[config.mk]
export PLATFORM = sky130hd
export DESIGN_NAME = mux_8to1_flat
export DESIGN_NICKNAME = d
export VERILOG_FILES = /design/src/rtl/mux_8to1_if.sv /design/src/rtl/mux_8to1.sv /design/src/flat_wrapper.sv
export SDC_FILE = /design/constraint.sdc
export NUM_CORES = 1
export LEC_CHECK = 0
export CORE_AREA = 5 5 42 44
export DETAILED_ROUTE_END_ITERATION = 12
export DIE_AREA = 0 0 47 49
export SYNTH_ARGS = -nofsm -noshare
export SYNTH_HDL_FRONTEND = slang
export SYNTH_SLANG_ARGS = --single-unit
export TNS_END_PERCENT = 30
[constraint.sdc]
create_clock -name clk -period 2 [get_ports clk]
set_input_delay 0.2 -clock clk [delete_from_list [all_inputs] [get_ports clk]]
set_output_delay 0.2 -clock clk [all_outputs]
set_load 0.05 [all_outputs]
[src/rtl/mux_8to1_if.sv]
// Bundle of the 8-lane select stage signals: lane data, select and capture
// enable in one direction, the immediate and registered results back.
interface mux_8to1_if #(
  parameter int WIDTH = 1
);
  logic [8*WIDTH-1:0] d;
  logic [2:0]         sel;
  logic               en;
  logic [WIDTH-1:0]   y;
  logic [7:0]         sel_onehot;
  logic [WIDTH-1:0]   y_q;
  logic               y_valid;

  modport master (
    output d, sel, en,
    input  y, sel_onehot, y_q, y_valid
  );

  modport slave (
    input  d, sel, en,
    output y, sel_onehot, y_q, y_valid
  );
endinterface

[src/rtl/mux_8to1.sv]
// Eight-lane selector: lane `sel` of `d` appears on `y` combinationally and is
// captured into `y_q` on every rising clk edge where `en` is high.
module mux_8to1 #(
  parameter int WIDTH = 1
) (
  input logic        clk,
  input logic        rst,
  mux_8to1_if.slave  bus
);

  logic [WIDTH-1:0] y_comb;
  logic [7:0]       onehot_comb;

  // An X/Z select propagates to X on both outputs; nothing is defaulted.
  // NOTE: every always_comb output gets a value on every path, so no latch forms.
  always_comb begin
    y_comb      = bus.d[bus.sel*WIDTH +: WIDTH];
    onehot_comb = 8'b0000_0001 << bus.sel;
  end

  assign bus.y          = y_comb;
  assign bus.sel_onehot = onehot_comb;

  // Reset takes priority over a capture on the same edge.
  // NOTE: state is updated with <= so every register samples pre-edge values.
  always_ff @(posedge clk) begin
    if (rst) begin
      bus.y_q     <= '0;
      bus.y_valid <= 1'b0;
    end else if (bus.en) begin
      bus.y_q     <= y_comb;
      bus.y_valid <= 1'b1;
    end else begin
      bus.y_valid <= 1'b0;
    end
  end

endmodule

[src/flat_wrapper.sv]
// flat-port wrapper written by rule: the top's interface ports become plain ports
module mux_8to1_flat 
#(
  parameter int WIDTH = 1
)
  (clk, rst, bus_d, bus_sel, bus_en, bus_y, bus_sel_onehot, bus_y_q, bus_y_valid);
  mux_8to1_if #(.WIDTH(WIDTH)) bus_i ();
  input logic clk;
  input logic rst;
  input wire logic [$bits(bus_i.d)-1:0] bus_d;
  input wire logic [$bits(bus_i.sel)-1:0] bus_sel;
  input wire logic [$bits(bus_i.en)-1:0] bus_en;
  output wire logic [$bits(bus_i.y)-1:0] bus_y;
  output wire logic [$bits(bus_i.sel_onehot)-1:0] bus_sel_onehot;
  output wire logic [$bits(bus_i.y_q)-1:0] bus_y_q;
  output wire logic [$bits(bus_i.y_valid)-1:0] bus_y_valid;
  assign bus_i.d = bus_d;
  assign bus_i.sel = bus_sel;
  assign bus_i.en = bus_en;
  assign bus_y = bus_i.y;
  assign bus_sel_onehot = bus_i.sel_onehot;
  assign bus_y_q = bus_i.y_q;
  assign bus_y_valid = bus_i.y_valid;
  mux_8to1 #(.WIDTH(WIDTH)) u_core (.clk(clk), .rst(rst), .bus(bus_i));
endmodule
==> results of run 1 <==
synth_stat cells:
cell type                   instances
sky130_fd_sc_hd__nor2_1             6
sky130_fd_sc_hd__inv_1              4
sky130_fd_sc_hd__nand2b_1           3
sky130_fd_sc_hd__dfxtp_1            2
sky130_fd_sc_hd__nor3_1             2
sky130_fd_sc_hd__a211oi_1           1
sky130_fd_sc_hd__buf_6              1
sky130_fd_sc_hd__mux2_2             1
sky130_fd_sc_hd__mux2_4             1
sky130_fd_sc_hd__nand2_1            1
sky130_fd_sc_hd__nor2b_1            1
sky130_fd_sc_hd__nor3b_1            1
sky130_fd_sc_hd__o21ai_2            1
sky130_fd_sc_hd__o2bb2ai_1          1
sky130_fd_sc_hd__o41ai_2            1
sky130_fd_sc_hd__or3b_2             1
sky130_fd_sc_hd__or4_1              1
per-stage QoR:
step | worst slack (ps) | std cells | hold slack (ps) | instance area, µm²
after detailed placement | 151 | 70 | 594 | 566
final | 150 | 73 | 595 | 588
after CTS | 142 | 73 | 596 | 588
after floorplan | 123 | 29 | 335 | 224
after global placement | 179 | 70 | 588 | 566
after global routing | 91.1 | 73 | 616 | 588
report_power, final:
group | switching (W) | internal (W) | total [W] | leakage, nW
combinational | 0.0000711 | 0.0000686 | 0.000140 | 0.223
clock | 0.0000222 | 0.0000662 | 0.0000883 | 0.0138
sequential | 0.000000943 | 0.0000431 | 0.0000440 | 0.0166
total | 0.0000942 | 0.000178 | 0.000272 | 0.253
worst max path at each step:
stage            end  slack [ps]  depth (start not counted)
2_1_floorplan  bus_y         120                          3
3_3_place_gp   bus_y         180                          5
3_5_place_dp   bus_y         150                          5
4_1_cts        bus_y         140                          5
5_1_grt        bus_y          90                          5
6_report       bus_y         150                          5
routing by layer:
layer  GRT usage (%)  share of wire [%]  routed length, µm  vias up
met2            11.5                 53                421       13
met1            6.35                 37                293      129
met4            4.15                  0                  0        0
met3            4.43                 10                 83        0
met5               0                  0                  0        -
li1                -                  -                  -      155
cell type report:
class / instances / share of cell area (%)
Timing Repair Buffer: 26 / 56.6
Tap cell: 16 / 3.40
Sequential cell: 2 / 6.81
Multi-Input combinational cell: 22 / 26.8
Clock buffer: 3 / 3.83
Inverter: 4 / 2.55
sequential cells by signal, summed over array words and instances, names as in the netlist:
name	count
u_core.bus.y_valid	1
u_core.bus.y_q	1
worst max-delay path, cell delays in order:
cell and delay [ps]:
sky130_fd_sc_hd__clkdlybuf4s50_1 510, sky130_fd_sc_hd__or4_1 570, sky130_fd_sc_hd__o21ai_2 90, sky130_fd_sc_hd__nor3_1 70, sky130_fd_sc_hd__buf_4 200
kinds of logic (layout without fill, tap and decap cells):
logic type,Yosys count,count (layout),share of synthesized area [%]
AO/OA/AOI/OAI,4,4,18.9
buffers and inverters,5,33,12.0
flip-flops,2,2,18.3
multiplexers,2,2,12.0
AND/OR/NAND/NOR,16,16,38.9
==> impl_summary.md, run 1 <==
Run status
The run finished with clean final reports.

Critical path
Along the worst path, the maximum fanout reaches 6. The setup check on the worst reg-to-reg path leaves a slack of 1070 ps. The worst setup path is captured at an output pin.

The arrival time of the worst setup path is 1650 ps. The critical path starts at bus_sel[0]. The startpoint type of the worst setup path is a primary input. The endpoint of the worst-slack reg-to-reg timing path is u_core.bus.y_q. Data on the critical path is required at its endpoint by 1800 ps. The worst-case reg-to-reg path depth is 2. By startpoint and endpoint, the worst setup path is classified as in2out. The source of the worst register-to-register timing path is u_core.bus.y_q.

Timing
At the pin with the least slew margin, the transition time is 499 ps. Setup violations remaining at the end of the flow were counted as 0. The maximum clock frequency is 541 MHz. After layout, the worst path uses 92.5% of the clock period. Setup repair after global routing left no endpoint under its margin. The minimum period implied by the final worst setup slack is 1850 ps. After routing, the total negative slack on setup checks comes to 0 ps. The number of hold-slack violations in the final timing report is 0. The final setup skew is 0 ps. In this run the tightest slew margin relative to its limit is 66.7%. The final max-slew violation count is 0.

Place
The global placement routability congestion is 0.726. The count of buffers added on input and output ports is 24. The HPWL after detailed placement is 696 µm.

Floorplanning
The floorplan step set the die height to 49 µm. In this run the count of I/O pins placed on the die edge is 25. The width of the chip is 47 µm. The effective utilization at floorplan is 15.6%. The total area inside the core boundary comes to 1400 µm². In this run the core area contains 14 standard-cell rows.

The floorplan step defined a die boundary enclosing 2300 µm².

Yosys
The average instance area after synthesis is 7.55 µm². The synthesized netlist contains 17 unique library cells. The sequential cell area fraction in the yosys report is 18.3%. The count of mapped cells out of synthesis is 29. The cell taking the most area after synthesis is sky130_fd_sc_hd__dfxtp_1. After synthesis, the cell types taking the most area are sky130_fd_sc_hd__dfxtp_1 (18%), sky130_fd_sc_hd__nor2_1 (10%), sky130_fd_sc_hd__nand2b_1 (8.6%). The proportion of netlist area held by the largest area contributor is 18.3%.

The synthesis-stage register bit count is 2. The number of warnings reported in the yosys synthesis log is 0. The area of the mapped netlist is 219 µm². When the netlist entered floorplanning its net count stood at 43.

Clock tree
After clock tree synthesis, the flow added hold-fix buffers numbering 0. The tree is rooted in a sky130_fd_sc_hd__clkbuf_4. The post-cts sizing count is 0. The CTS tree is built.

The register clock-pin slew on the reported worst setup and hold paths is 30 ps. In this run the post-CTS setup repair buffer count came out at 0. The number of clock sinks is 2. The clock insertion delay at the later pin of the skew report is 220 ps.

Counting along the longest clock path gives a buffer depth of 2. The total clock buffers created by CTS is 3. In this run the number of H-tree levels came out at 1.

Final layout
For this run, the share of the core covered by cells in the final layout is 42.0%. In the layout the commonest cells are sky130_fd_sc_hd__clkdlybuf4s50_1 (15), sky130_fd_sc_hd__buf_12 (8), sky130_fd_sc_hd__nor2_1 (6). The area of the multi-input gates is 158 µm². The net count of the finished layout is 73. The filler cells instantiated in the layout total 143. The most common cell after layout, fill and taps aside is sky130_fd_sc_hd__clkdlybuf4s50_1.

The area growth from synthesis to layout is 169%. Cells with a size suffix above 1 make up 35.1% of the layout. The sequential cells in the finished layout cover a total of 40.0 µm². The number of antenna cells inserted is 0.

Routing
For this block, the via count after detailed routing is 297. In the routed layout, each cell is associated on average with a via count of 4.07. Before antenna repair, the detailed router went through 2 iterations.

In the routed design, unresolved DRC markers number 0. The mean routed wirelength per cell is 10.9 µm. The final wirelength is 798 µm. The detail route stage leaves a number of antenna-violating nets equal to 0. In this run, the number of DRC markers left after iteration 0 of detailed routing was 1.

Job
The number of max-cap violations is 0.

Power
Summing internal, switching and leakage power gives 0.000272 W. VDD sags by at most 0.000298 V. For this design the ratio of total power to cell area is 462 nW/µm². Summed over all cells, the static leakage comes to 0.253 nW.

Global route
The initial antenna violation count is 0. The wire length of the first global-routing pass is 1170 µm. Entering global routing, the biggest net connects 9 pins. Summed over all layers, the global routing overflow is 0. The number of global-route vias before repair is 294. The total routing usage reported by global routing is 7.10%.

Worst hold path
The number of cells on the worst hold path is 2. The startpoint of the tightest hold check path is u_core.bus.y_q. The worst hold path belongs to the class reg2reg. The worst hold path terminates at u_core.bus.y_q.
Note: power is estimated with default switching activity, not from simulation.
==> inputs of run 2 (changes only) <==
--- a/config.mk
+++ b/config.mk
@@ -8,6 +8,8 @@
 export CORE_AREA = 5 5 42 44
 export DETAILED_ROUTE_END_ITERATION = 12
 export DIE_AREA = 0 0 47 49
+export GPL_ROUTABILITY_DRIVEN = 0
+export PLACE_DENSITY_LB_ADDON = 0.25
 export SYNTH_ARGS = -nofsm -noshare
 export SYNTH_HDL_FRONTEND = slang
 export SYNTH_SLANG_ARGS = --single-unit
==> impl_summary.md, run 2 (synthesis gave the netlist of run 1 again) <==
Run status
The flow ran to the end, and the final reports show no timing, DRC or antenna violations.

Floorplanning
The core area is 1400 µm² (unchanged). The number of top-level pins came to 25 (unchanged). The floorplan die height is 49 µm (unchanged). The number of standard-cell rows in the floorplan came to 14 (unchanged). The width of the chip was 47 µm (unchanged).

The effective utilization at floorplan was 15.6% (unchanged). The die area was 2300 µm² (unchanged).

Clock tree
The clock insertion delay at the later pin of the skew report is 220 ps (about the same). The H-tree depth was 1 (unchanged). TritonCTS built the clock tree. The number of buffers added to fix hold violations after cts is 0 (unchanged). The cell at the root of the clock tree is sky130_fd_sc_hd__clkbuf_4. The number of clock sinks is 2 (unchanged). The post-cts sizing count is 0 (unchanged).

The clock tree buffer depth is 2 (unchanged). The total clock buffers created by CTS is 3 (unchanged). The number of setup buffers added after CTS was 0 (unchanged). The register clock-pin slew on the reported worst setup and hold paths is 30 ps (about the same).

Final layout
The number of antenna cells inserted came to 0 (unchanged). The post-layout net count is 73 (unchanged). The largest registers in the layout are u_core.bus.y_q x1, u_core.bus.y_valid x1.

The fraction of layout cells with a size suffix above 1 came to 35.1% (unchanged). The utilization after layout was 42.0% (unchanged). Leaving out fill and tap cells, the most frequent cells in the layout are sky130_fd_sc_hd__clkdlybuf4s50_1 (15), sky130_fd_sc_hd__buf_12 (8), sky130_fd_sc_hd__nor2_1 (6). Leaving out fill and tap cells, the most frequent cell in the layout is sky130_fd_sc_hd__clkdlybuf4s50_1.

The post-synthesis to final-layout area growth is 169% (unchanged).

Critical path
The startpoint type of the worst setup path is a primary input. The largest stage delay on the critical path is 570 ps (about the same). The slowest cell on the critical path is sky130_fd_sc_hd__or4_1. The required time of the critical path is 1800 ps (about the same).

The arrival time of the worst setup path was 1660 ps (about the same). The sum of buffers and inverters on the critical path is 2 (unchanged). The top cell family by delay on the critical path is buffers and inverters.

The maximum fanout count along the critical path is 6 (unchanged). The category of the critical setup timing path is in2out. The worst setup path is captured at an output pin. Walking the worst path, the cells encountered are clkdlybuf4s50_1, or4_1, o21ai_2, nor3_1, buf_4.

Timing
The number of hold-slack violations in the final timing report is 0 (unchanged). The ratio of final minimum period to clock period is 93.2% (+0.73 points). The minimum period implied by the final worst setup slack is 1860 ps (+14.5 ps).

The final setup skew is 0 ps (unchanged). The number of setup violations in the final report was 0 (unchanged). Setup repair after global routing left no endpoint under its margin.

The maximum clock frequency is 536 MHz (-0.78%). The actual transition at the worst max-transition pin is 509 ps (+10.8 ps). The final max-slew violation count is 0 (unchanged). The relative slew slack is 65.9% (-0.72 points). The setup TNS after final layout came to 0 ps (unchanged).

Global route
The initial antenna violation count is 0 (unchanged). The wire length of the first global-routing pass is 1120 µm (-4.2%). The largest net degree at the start of global routing is 9 (unchanged). The total global routing overflow was 0 (unchanged). The number of global-route vias before repair is 286 (-2.7%). The total routing usage reported by global routing is 6.96% (-0.14 points).

Place
The number of buffer cells added on primary ports is 24 (unchanged).

Power
The relative contribution of the clock network to total power came to 32.2% (-0.3 points). The leakage dissipation is 0.253 nW (unchanged). The internal power is 0.000178 W (about the same).

The proportion of total power due to net switching is 34.3% (-0.33 points). The maximum ir drop on the vdd rail is 0.000303 V (+1.8%). The combinational cell fraction of total power is 51.4% (about the same). The switching power is 0.0000927 W (-1.5%).

The areal power density over the cells is 460 nW/µm² (-0.60%). The portion of total power attributed to sequential cells was 16.3% (about the same).

Routing
The mean routed wirelength per cell came to 10.3 µm (-5.6%). The number of nets still failing antenna checks after routing is 0 (unchanged). The number of iterations in the first detailed-routing pass is 3 (+1). The number of DRC markers after the initial detailed-route iteration is 1 (unchanged).

The detail-routed via count per cell is 3.97 (-2.4%). The final wirelength is 753 µm (-5.6%). The via total after detailed routing is 290 (-2.4%). The number of design rule violations left after detail routing is 0 (unchanged).

Job
The number of max-cap violations is 0 (unchanged).

Worst hold path
The worst hold path belongs to the class reg2reg.
==> run 2: cell counts in the layout (fill, tap and decap cells not counted) <==
No cell type changed its count.
==> run 2: final timing paths <==
kind	from	endpoint	slack, ps	depth (start not counted)
worst max-delay path	bus_sel[1]	bus_y	140	5
worst min-delay path	u_core.bus.y_q	u_core.bus.y_q	580	2
worst max register to register	u_core.bus.y_q	u_core.bus.y_q	1090	2
worst min register to register	u_core.bus.y_q	u_core.bus.y_q	580	2
==> run 2: metrics by stage <==
stage               worst slack, ps  hold slack [ps]  instance area [µm²]  instances  total power (W)
floorplan                       123              335                  224         29         0.000114
detailed placement              130              583                  566         70         0.000185
global route                   31.2              608                  588         73         0.000283
finish                          136              580                  588         73         0.000270
CTS                             121              586                  588         73         0.000276
global placement                143              582                  566         70         0.000185
==> run 2: routing by layer <==
layer / global-route usage, % / vias to the layer above / routed length [µm]
met5: 0 / - / 0
met4: 6.91 / 0 / 7
met3: 2.95 / 2 / 139
met2: 7.69 / 19 / 278
met1: 9.19 / 114 / 328
li1: - / 155 / -
==> run 2: cell type report <==
class,count,area [µm²]
clock buffers,3,22.5
fillers,160,813
inverters,4,15.0
multi-input cells,22,158
flip-flops and latches,2,40.0
well taps,16,20.0
repair buffers,26,333
==> run 2: tightest hold or removal path, cell delays in order (launching register included) <==
cell and delay (ps):
sky130_fd_sc_hd__dfxtp_1 290, sky130_fd_sc_hd__or3b_2 190, sky130_fd_sc_hd__o41ai_2 50
==> run 2: power groups by stage <==
stage               Sequential (W)  Clock (W)  Combinational (W)
finish                   0.0000441  0.0000872           0.000139
detailed placement       0.0000447          0           0.000140
CTS                      0.0000442  0.0000916           0.000141
global route             0.0000444  0.0000915           0.000147
floorplan                0.0000545          0          0.0000595
global placement         0.0000443          0           0.000141
==> inputs of run 3 (changes only) <==
--- a/config.mk
+++ b/config.mk
@@ -13,4 +13,4 @@
 export SYNTH_ARGS = -nofsm -noshare
 export SYNTH_HDL_FRONTEND = slang
 export SYNTH_SLANG_ARGS = --single-unit
-export TNS_END_PERCENT = 30
+export TNS_END_PERCENT = 100
==> results of run 3 <==
Final layout, timing and power as in run 2 (identical DEF).
